$ cat src/rtl/logic_op_sequencer_if.sv
// Request/result bundle for the bit-serial logic sequencer.
// The master drives the operands and start; the slave returns busy, done and the result.
interface logic_op_sequencer_if #(
    parameter int WIDTH = 8
);
    logic             start;
    logic [2:0]       op;
    logic [WIDTH-1:0] x;
    logic [WIDTH-1:0] y;
    logic             busy;
    logic             done;
    logic [WIDTH-1:0] w;

    modport master (
        output start, op, x, y,
        input  busy, done, w
    );

    modport slave (
        input  start, op, x, y,
        output busy, done, w
    );
endinterface

$ cat src/rtl/logic_op_sequencer.sv
// Bit-serial logic-op sequencer: one operand bit pair per clock, LSB first, through a single 1-bit unit.
// Latency WIDTH+1 cycles from accepted start to done; start is only sampled in IDLE or DONE.
module logic_op_sequencer #(
    parameter int WIDTH = 8
) (
    input  logic                 clk,
    input  logic                 reset,
    logic_op_sequencer_if.slave  bus
);
    localparam int CW = $clog2(WIDTH) + 1;

    typedef enum logic [1:0] {
        IDLE = 2'd0,
        RUN  = 2'd1,
        DONE = 2'd2
    } state_t;

    state_t           state;
    state_t           state_nxt;
    logic             load;
    logic             step;
    logic             finish;

    logic [WIDTH-1:0] xr;
    logic [WIDTH-1:0] yr;
    logic [2:0]       opr;
    logic [CW-1:0]    cnt;
    logic [WIDTH-1:0] sr;
    logic [WIDTH-1:0] sr_next;
    logic [WIDTH-1:0] w_q;
    logic             busy_q;
    logic             done_q;
    logic             res_bit;
    logic             cnt_last;

    assign cnt_last = (cnt == CW'(WIDTH - 1));

    always_ff @(posedge clk or posedge reset) begin
        if (reset) begin
            state <= IDLE;
        end else begin
            state <= state_nxt;
        end
    end

    always_comb begin
        state_nxt = state;
        load      = 1'b0;
        step      = 1'b0;
        finish    = 1'b0;
        unique case (state)
            IDLE: begin
                if (bus.start) begin
                    state_nxt = RUN;
                    load      = 1'b1;
                end
            end
            RUN: begin
                step = 1'b1;
                if (cnt_last) begin
                    state_nxt = DONE;
                    finish    = 1'b1;
                end
            end
            DONE: begin
                // A start in the DONE cycle chains straight into the next op.
                if (bus.start) begin
                    state_nxt = RUN;
                    load      = 1'b1;
                end else begin
                    state_nxt = IDLE;
                end
            end
            default: state_nxt = IDLE;
        endcase
    end

    // The shared 1-bit logic unit, fed from the LSB of the shifting operand copies.
    always_comb begin
        res_bit = 1'b0;
        unique case (opr)
            3'b000: res_bit = ~xr[0];
            3'b001: res_bit = xr[0] & yr[0];
            3'b010: res_bit = ~(xr[0] & yr[0]);
            3'b011: res_bit = xr[0] ^ yr[0];
            3'b100: res_bit = ~(xr[0] ^ yr[0]);
            3'b101: res_bit = xr[0] | yr[0];
            3'b110: res_bit = ~(xr[0] | yr[0]);
            3'b111: res_bit = 1'b0;
            default: res_bit = 1'b0;
        endcase
    end

    // New bits enter at the MSB so that after WIDTH shifts bit i lands at position i.
    generate
        if (WIDTH == 1) begin : g_sr1
            assign sr_next = res_bit;
        end else begin : g_srn
            assign sr_next = {res_bit, sr[WIDTH-1:1]};
        end
    endgenerate

    always_ff @(posedge clk or posedge reset) begin
        if (reset) begin
            xr     <= '0;
            yr     <= '0;
            opr    <= '0;
            cnt    <= '0;
            sr     <= '0;
            w_q    <= '0;
            busy_q <= 1'b0;
            done_q <= 1'b0;
        end else begin
            if (load) begin
                xr  <= bus.x;
                yr  <= bus.y;
                opr <= bus.op;
                cnt <= '0;
                sr  <= '0;
            end else if (step) begin
                xr  <= xr >> 1;
                yr  <= yr >> 1;
                cnt <= cnt + CW'(1);
                sr  <= sr_next;
            end
            if (finish) begin
                w_q <= sr_next;
            end
            busy_q <= (state_nxt == RUN);
            done_q <= (state_nxt == DONE);
        end
    end

    assign bus.busy = busy_q;
    assign bus.done = done_q;
    assign bus.w    = w_q;
endmodule

$ cat src/flat_wrapper.sv
// flat-port wrapper written by rule: the top's interface ports become plain ports
module logic_op_sequencer_flat 
#(
    parameter int WIDTH = 8
)
  (clk, reset, bus_start, bus_op, bus_x, bus_y, bus_busy, bus_done, bus_w);
  logic_op_sequencer_if #(.WIDTH(WIDTH)) bus_i ();
  input  logic clk;
  input  logic reset;
  input wire logic [$bits(bus_i.start)-1:0] bus_start;
  input wire logic [$bits(bus_i.op)-1:0] bus_op;
  input wire logic [$bits(bus_i.x)-1:0] bus_x;
  input wire logic [$bits(bus_i.y)-1:0] bus_y;
  output wire logic [$bits(bus_i.busy)-1:0] bus_busy;
  output wire logic [$bits(bus_i.done)-1:0] bus_done;
  output wire logic [$bits(bus_i.w)-1:0] bus_w;
  assign bus_i.start = bus_start;
  assign bus_i.op = bus_op;
  assign bus_i.x = bus_x;
  assign bus_i.y = bus_y;
  assign bus_busy = bus_i.busy;
  assign bus_done = bus_i.done;
  assign bus_w = bus_i.w;
  logic_op_sequencer #(.WIDTH(WIDTH)) u_core (.clk(clk), .reset(reset), .bus(bus_i));
endmodule
$ cat config.mk
export PLATFORM = sky130hd
export DESIGN_NAME = logic_op_sequencer_flat
export DESIGN_NICKNAME = d
export VERILOG_FILES = /design/src/rtl/logic_op_sequencer_if.sv /design/src/rtl/logic_op_sequencer.sv /design/src/flat_wrapper.sv
export SDC_FILE = /design/constraint.sdc
export NUM_CORES = 1
export LEC_CHECK = 0
export CELL_PAD_IN_SITES_DETAIL_PLACEMENT = 1
export CELL_PAD_IN_SITES_GLOBAL_PLACEMENT = 1
export CORE_MARGIN = 1
export CORE_UTILIZATION = 30
export DETAILED_ROUTE_END_ITERATION = 10
export DONT_BUFFER_PORTS = 1
export PLACE_DENSITY = 0.6
export SETUP_SLACK_MARGIN = 0.1
export SYNTH_ARGS = -nofsm -noshare
export SYNTH_HDL_FRONTEND = slang
export SYNTH_SLANG_ARGS = --single-unit
export TNS_END_PERCENT = 1
$ cat constraint.sdc
create_clock -name clk -period 2.3 [get_ports clk]
set_input_delay 0.115 -clock clk [delete_from_list [all_inputs] [get_ports clk]]
set_output_delay 0.115 -clock clk [all_outputs]
set_load 0.02 [all_outputs]
======== Word-level counts from Yosys, hierarchy flattened ========
Cells that the tools add are included.
word-level totals
  register bits ........................... 43
  output and inout bits ................... 10
  word-level logic and storage cells ...... 51
cells by class
  add/sub/neg operators ................... 1
  equality and inequality tests ........... 12
  mux-type cells .......................... 18
  bitwise gates (word level) .............. 7
  reduce and logical (&&, ||, !) cells .... 4
operator list
  operator                                                          count
  8-bit 2-to-1 mux                                                  6
  3-bit == test (second input constant)                             4
  4-bit 2-to-1 mux                                                  2
  1-bit one-hot mux with 8 select lines                             1
  3-bit by 2-bit == test with 1-bit output (second input constant)  2
  1-bit 2-to-1 mux                                                  6
  2-bit one-hot mux with 3 select lines                             1
  4-bit by 1-bit adder with 4-bit output (second input constant)    1
  2-bit by 1-bit == test with 1-bit output (second input constant)  2
  2-bit == test (second input constant)                             2
  4-bit by 3-bit == test with 1-bit output (second input constant)  1
  2-bit 2-to-1 mux                                                  2
  1-bit inverter                                                    4
  3-bit by 1-bit == test with 1-bit output (second input constant)  1
  3-bit zero test                                                   1
  2-bit zero test                                                   1
  2-bit nonzero test                                                1
  2-bit OR reduction                                                1
  1-bit bitwise AND                                                 1
  1-bit bitwise OR                                                  1
  1-bit XOR                                                         1

======== Logic depth before layout (Yosys ltp) ========
  depth in word-level cells ............... 5
  mapped depth ............................ 5
  mapped depth without buffers ............ 5

======== Least setup slack after synthesis ========
No wires, ideal clock.
  path type ............................... register -> register
  start point ............................. reg u_core.xr[0]
  end point ............................... reg u_core.w_q[7] (netlist: u_core.bus.w[7])
  setup time .............................. 104 ps
  arrival time ............................ 1243 ps
  slack ................................... 954 ps
  stages on the path, launching flop included .. 6
  buffers on the path ..................... 0
  period minus slack after synthesis ...... 1346 ps
  cell sequence ........................... dfrtp_1 inv_1 ha_1 nor2b_1 o31a_1 o41ai_2
between the ends
  cells in the longest elaborated chain, start to end .. 3
  elaborated cells between the ends (all ways) .. 8
ends and longest elaborated chain
  what                                       line                                                                          RTL
  start: declaration                         logic_op_sequencer.sv:24                                                      logic [WIDTH-1:0] xr;
  start signal: assignment                   logic_op_sequencer.sv:115                                                     xr <= bus.x;
  start signal: assignment                   logic_op_sequencer.sv:121                                                     xr <= xr >> 1;
  1-bit bitwise OR (tied with other cells)   logic_op_sequencer.sv:87, logic_op_sequencer.sv:88
  1-bit inverter (on tied branches)          logic_op_sequencer.sv:88, logic_op_sequencer.sv:84, logic_op_sequencer.sv:86
  1-bit one-hot mux with 8 select lines (*)  logic_op_sequencer.sv:81                                                      unique case (opr)
  end signal: assignment                     logic_op_sequencer.sv:127                                                     w_q <= sr_next;
  end: declaration                           logic_op_sequencer.sv:30                                                      logic [WIDTH-1:0] w_q;
Every way passes the cells marked *; elsewhere a longest branch is shown, timed or not.
A chain may end at the register's enable or synchronous reset.

======== Worst setup path in the final report ========
  start point ............................. reg u_core.state[0]
  end point ............................... reg u_core.sr[4]
between the ends
  cells in the longest elaborated chain, start to end .. 4
  elaborated cells between the ends (all ways) .. 8
ends and longest elaborated chain
  what                                                    line                       RTL
  start: declaration                                      logic_op_sequencer.sv:18   state_t state;
  start signal: assignment                                logic_op_sequencer.sv:42   state <= state_nxt;
  2-bit == test or 2-bit zero test (tied branches)        logic_op_sequencer.sv:51   unique case (state)
  2-bit OR reduction (no line)                            --
  1-bit 2-to-1 mux                                        --
  8-bit 2-to-1 mux or 2-bit nonzero test (tied branches)  --
  end signal: assignment                                  logic_op_sequencer.sv:124  sr <= sr_next;
  end: declaration                                        logic_op_sequencer.sv:28   logic [WIDTH-1:0] sr;
Parallel ways exist; a longest one is shown, timed or not.

==> impl_metrics.json <==
{
  "status": "completed",
  "synth-seq-area-share_pct": 57.89,
  "cts_tree": "done",
  "fmax_mhz": 583.0,
  "clk-insertion-delay-late_ns": 0.29,
  "io_pins": 32,
  "initial_core_util_pct": 31.99,
  "min_period_ns": 1.715,
  "track_usage_pct": 14.80,
  "clockBufferDepth": 2,
  "grt-ovfl-total": 0,
  "end_kind": "flip-flop",
  "critPathMaxFanout": 21,
  "totalWireLength_um": 4033,
  "whs_ns": 0.2878,
  "finalSetupViolCount": 0,
  "syn-num-nets": 180,
  "die-height_um": 79.79,
  "grt_pass1_wl_um": 6996,
  "rows": 27,
  "route.detailed.drc": 0,
  "p_leak_nw": 1.016,
  "vias": 1260,
  "area_growth_syn_to_layout_pct": 20.47,
  "syn_avg_cell_area_um2": 11.71,
  "clock_tree.root_cell": "clkbuf_8",
  "rr_worst_depth": 3,
  "numPortBuffers": 0,
  "yosysWarningCount": 0,
  "path_clk_slew_ns": 0.08,
  "fin_setup_tns_ns": 0,
  "drtIter0Drc": 85,
  "grt_max_degree": 43,
  "powerDensity_mw_per_mm2": 1345,
  "core_mm2": 0.005675,
  "gp_congestion": 0.7482,
  "rr_startpoint": "u_core.state[0]$_DFF_PP0_",
  "worst_pin_slew_ns": 0.9296,
  "grt_pass1_vias": 1350,
  "cp-start-kind": "flip-flop",
  "crit_start": "u_core.state[0]$_DFF_PP0_",
  "post-route-period-util_pct": 74.57,
  "hold_depth": 4,
  "crit_required_ns": 2.47,
  "cts.htree.levels": 2,
  "detail_route.first_pass.iterations": 5,
  "synth_top_cell_by_area": "dfrtp_1",
  "synth_seq_cells": 42,
  "crit_type": "flip-flop to flip-flop",
  "min_path_type": "primary input to flip-flop",
  "synthDominantCellAreaShare_pct": 57.89,
  "syn_inst": 155,
  "die_area_mm2": 0.006366,
  "hold_viol": 0,
  "antenna_cells": 0,
  "nets": 202,
  "viasPerCell": 5.040,
  "yosys-top-cells-area": "dfrtp_1, nand2_1, a22oi_1, a22o_1, mux2_2",
  "holdCritStartpoint": "bus_start",
  "wl_per_cell_um": 16.13,
  "drv_cap": 0,
  "fin_worst_skew_ns": 0.009065,
  "netlist_area_mm2": 0.001815,
  "cp.arrival_ns": 1.89,
  "clock_sinks": 42,
  "nFillCells": 633,
  "ir_drop_v": 0.0004374,
  "yosysUniqueCellTypes": 29,
  "ant_nets": 0,
  "slew_headroom_pct": 37.74,
  "finalMaxSlewViolations": 0,
  "numCtsBuffers": 5,
  "drive_gt1_share_pct": 15.73,
  "dp_hpwl_um": 2776,
  "rsz0062_at_grt": "false",
  "antenna_found_initial": 0,
  "die_w_um": 79.79
}
==> flip-flops by register name, indices dropped and copies added (netlist names), 2 cells and up <==
signal        flops
u_core.yr         8
u_core.state      2
u_core.cnt        4
u_core.sr         7
u_core.bus.w      8
u_core.opr        3
u_core.xr         8
==> worst max-delay path, stage by stage (launching register included) <==
cell     delay (ns)
dfrtp_1        0.39
nor2b_2        0.78
nor2_4         0.18
a22o_1         0.24
==> stage by stage <==
step / setup WS, ns / cells / total power [mW] / utilization [%] / area (µm²)
2_1_floorplan: 0.9538 / 155 / 2.191 / - / 1815
3_3_place_gp: 0.6730 / 222 / 2.372 / 33.40 / 1896
3_5_place_dp: 0.5965 / 222 / 2.462 / 33.40 / 1896
4_1_cts: 0.5752 / 250 / 2.980 / 38.54 / 2187
5_1_grt: 0.4215 / 250 / 3.189 / 38.54 / 2187
6_report: 0.5848 / 250 / 2.941 / 38.54 / 2187
==> area by class of cell <==
cell class	count	area (µm²)	area share [%]
clock inverters	1	5.005	0.2288
inverters	3	11.26	0.5149
clock buffers	7	86.33	3.947
well taps	72	90.09	4.119
repair buffers	25	237.7	10.87
multi-input cells	100	705.7	32.27
flip-flops and latches	42	1051	48.05
==> path summary, 6_finish.rpt <==
kind                                        endpoint  slack (ns)
min                        u_core.opr[2]$_DFFE_PP0P_        0.29
min in group asynchronous   u_core.sr[2]$_DFFE_PP0P_        0.40
max in group asynchronous  u_core.cnt[3]$_DFFE_PP0P_        1.53
min reg2reg                u_core.cnt[3]$_DFFE_PP0P_        0.50
max reg2reg                 u_core.sr[4]$_DFFE_PP0P_        0.58
max                         u_core.sr[4]$_DFFE_PP0P_        0.58
==> kinds of logic after synthesis <==
group	Yosys count	synth area share, %
muxes	10	5.996
AOI/OAI and AO/OA	30	13.92
DFF	42	57.89
adders and majority gates	3	2.068
buffers and inverters	13	3.515
and+or+nand+nor	57	16.61
==> cells in the final DEF, fill, tap and decap left out, types with 2 or more instances in the layout <==
cell / instances
nor2_4: 2
nor2b_1: 2
ha_1: 3
clkbuf_8: 6
inv_1: 3
a22o_1: 10
nor3_1: 2
a22oi_1: 12
mux2_2: 7
buf_4: 5
nand2_1: 25
nand2b_1: 2
dlygate4sd3_1: 20
mux2i_1: 3
nand3_1: 15
a221o_1: 2
o21ai_0: 2
nor2b_2: 3
dfrtp_1: 42
==> repair_timing <==
| item | CTS | global route |
|---|---|---|
| endpoints found under the hold margin | 61 | 0 |
| resized for setup | 0 | 0 |
| buffers inserted | 0 | 0 |
| hold buffers | 20 | 0 |
==> metal layers <==
layer	GRT usage [%]	routed length (µm)
met4	6.964	68
met1	19.24	1858
met3	4.000	191
met5	0	0
met2	22.82	1914
==> cells in the mapped netlist (all sizes together) <==
master,n
mux2i,3
o41ai,1
nor2b,5
inv,3
ha,3
o21ai,2
buf,8
nor2,3
nand4,1
o31a,1
mux2,7
a221o,2
or2,1
clkbuf,2
nand2b,2
nand2,25
nor3,2
o31ai,1
a22oi,12
a22o,10
or4b,1
o211ai,1
nand3b,1
nor3b,1
nand3,15
dfrtp,42
==> power breakdown <==
| part | leakage, nW | internal, mW | switching [mW] |
|---|---|---|---|
| logic | 0.446 | 0.487 | 0.554 |
| clock network | 0.0482 | 0.242 | 0.236 |
| registers | 0.521 | 1.07 | 0.352 |
| total | 1.02 | 1.80 | 1.14 |
Power figures use the tool's default switching activity.
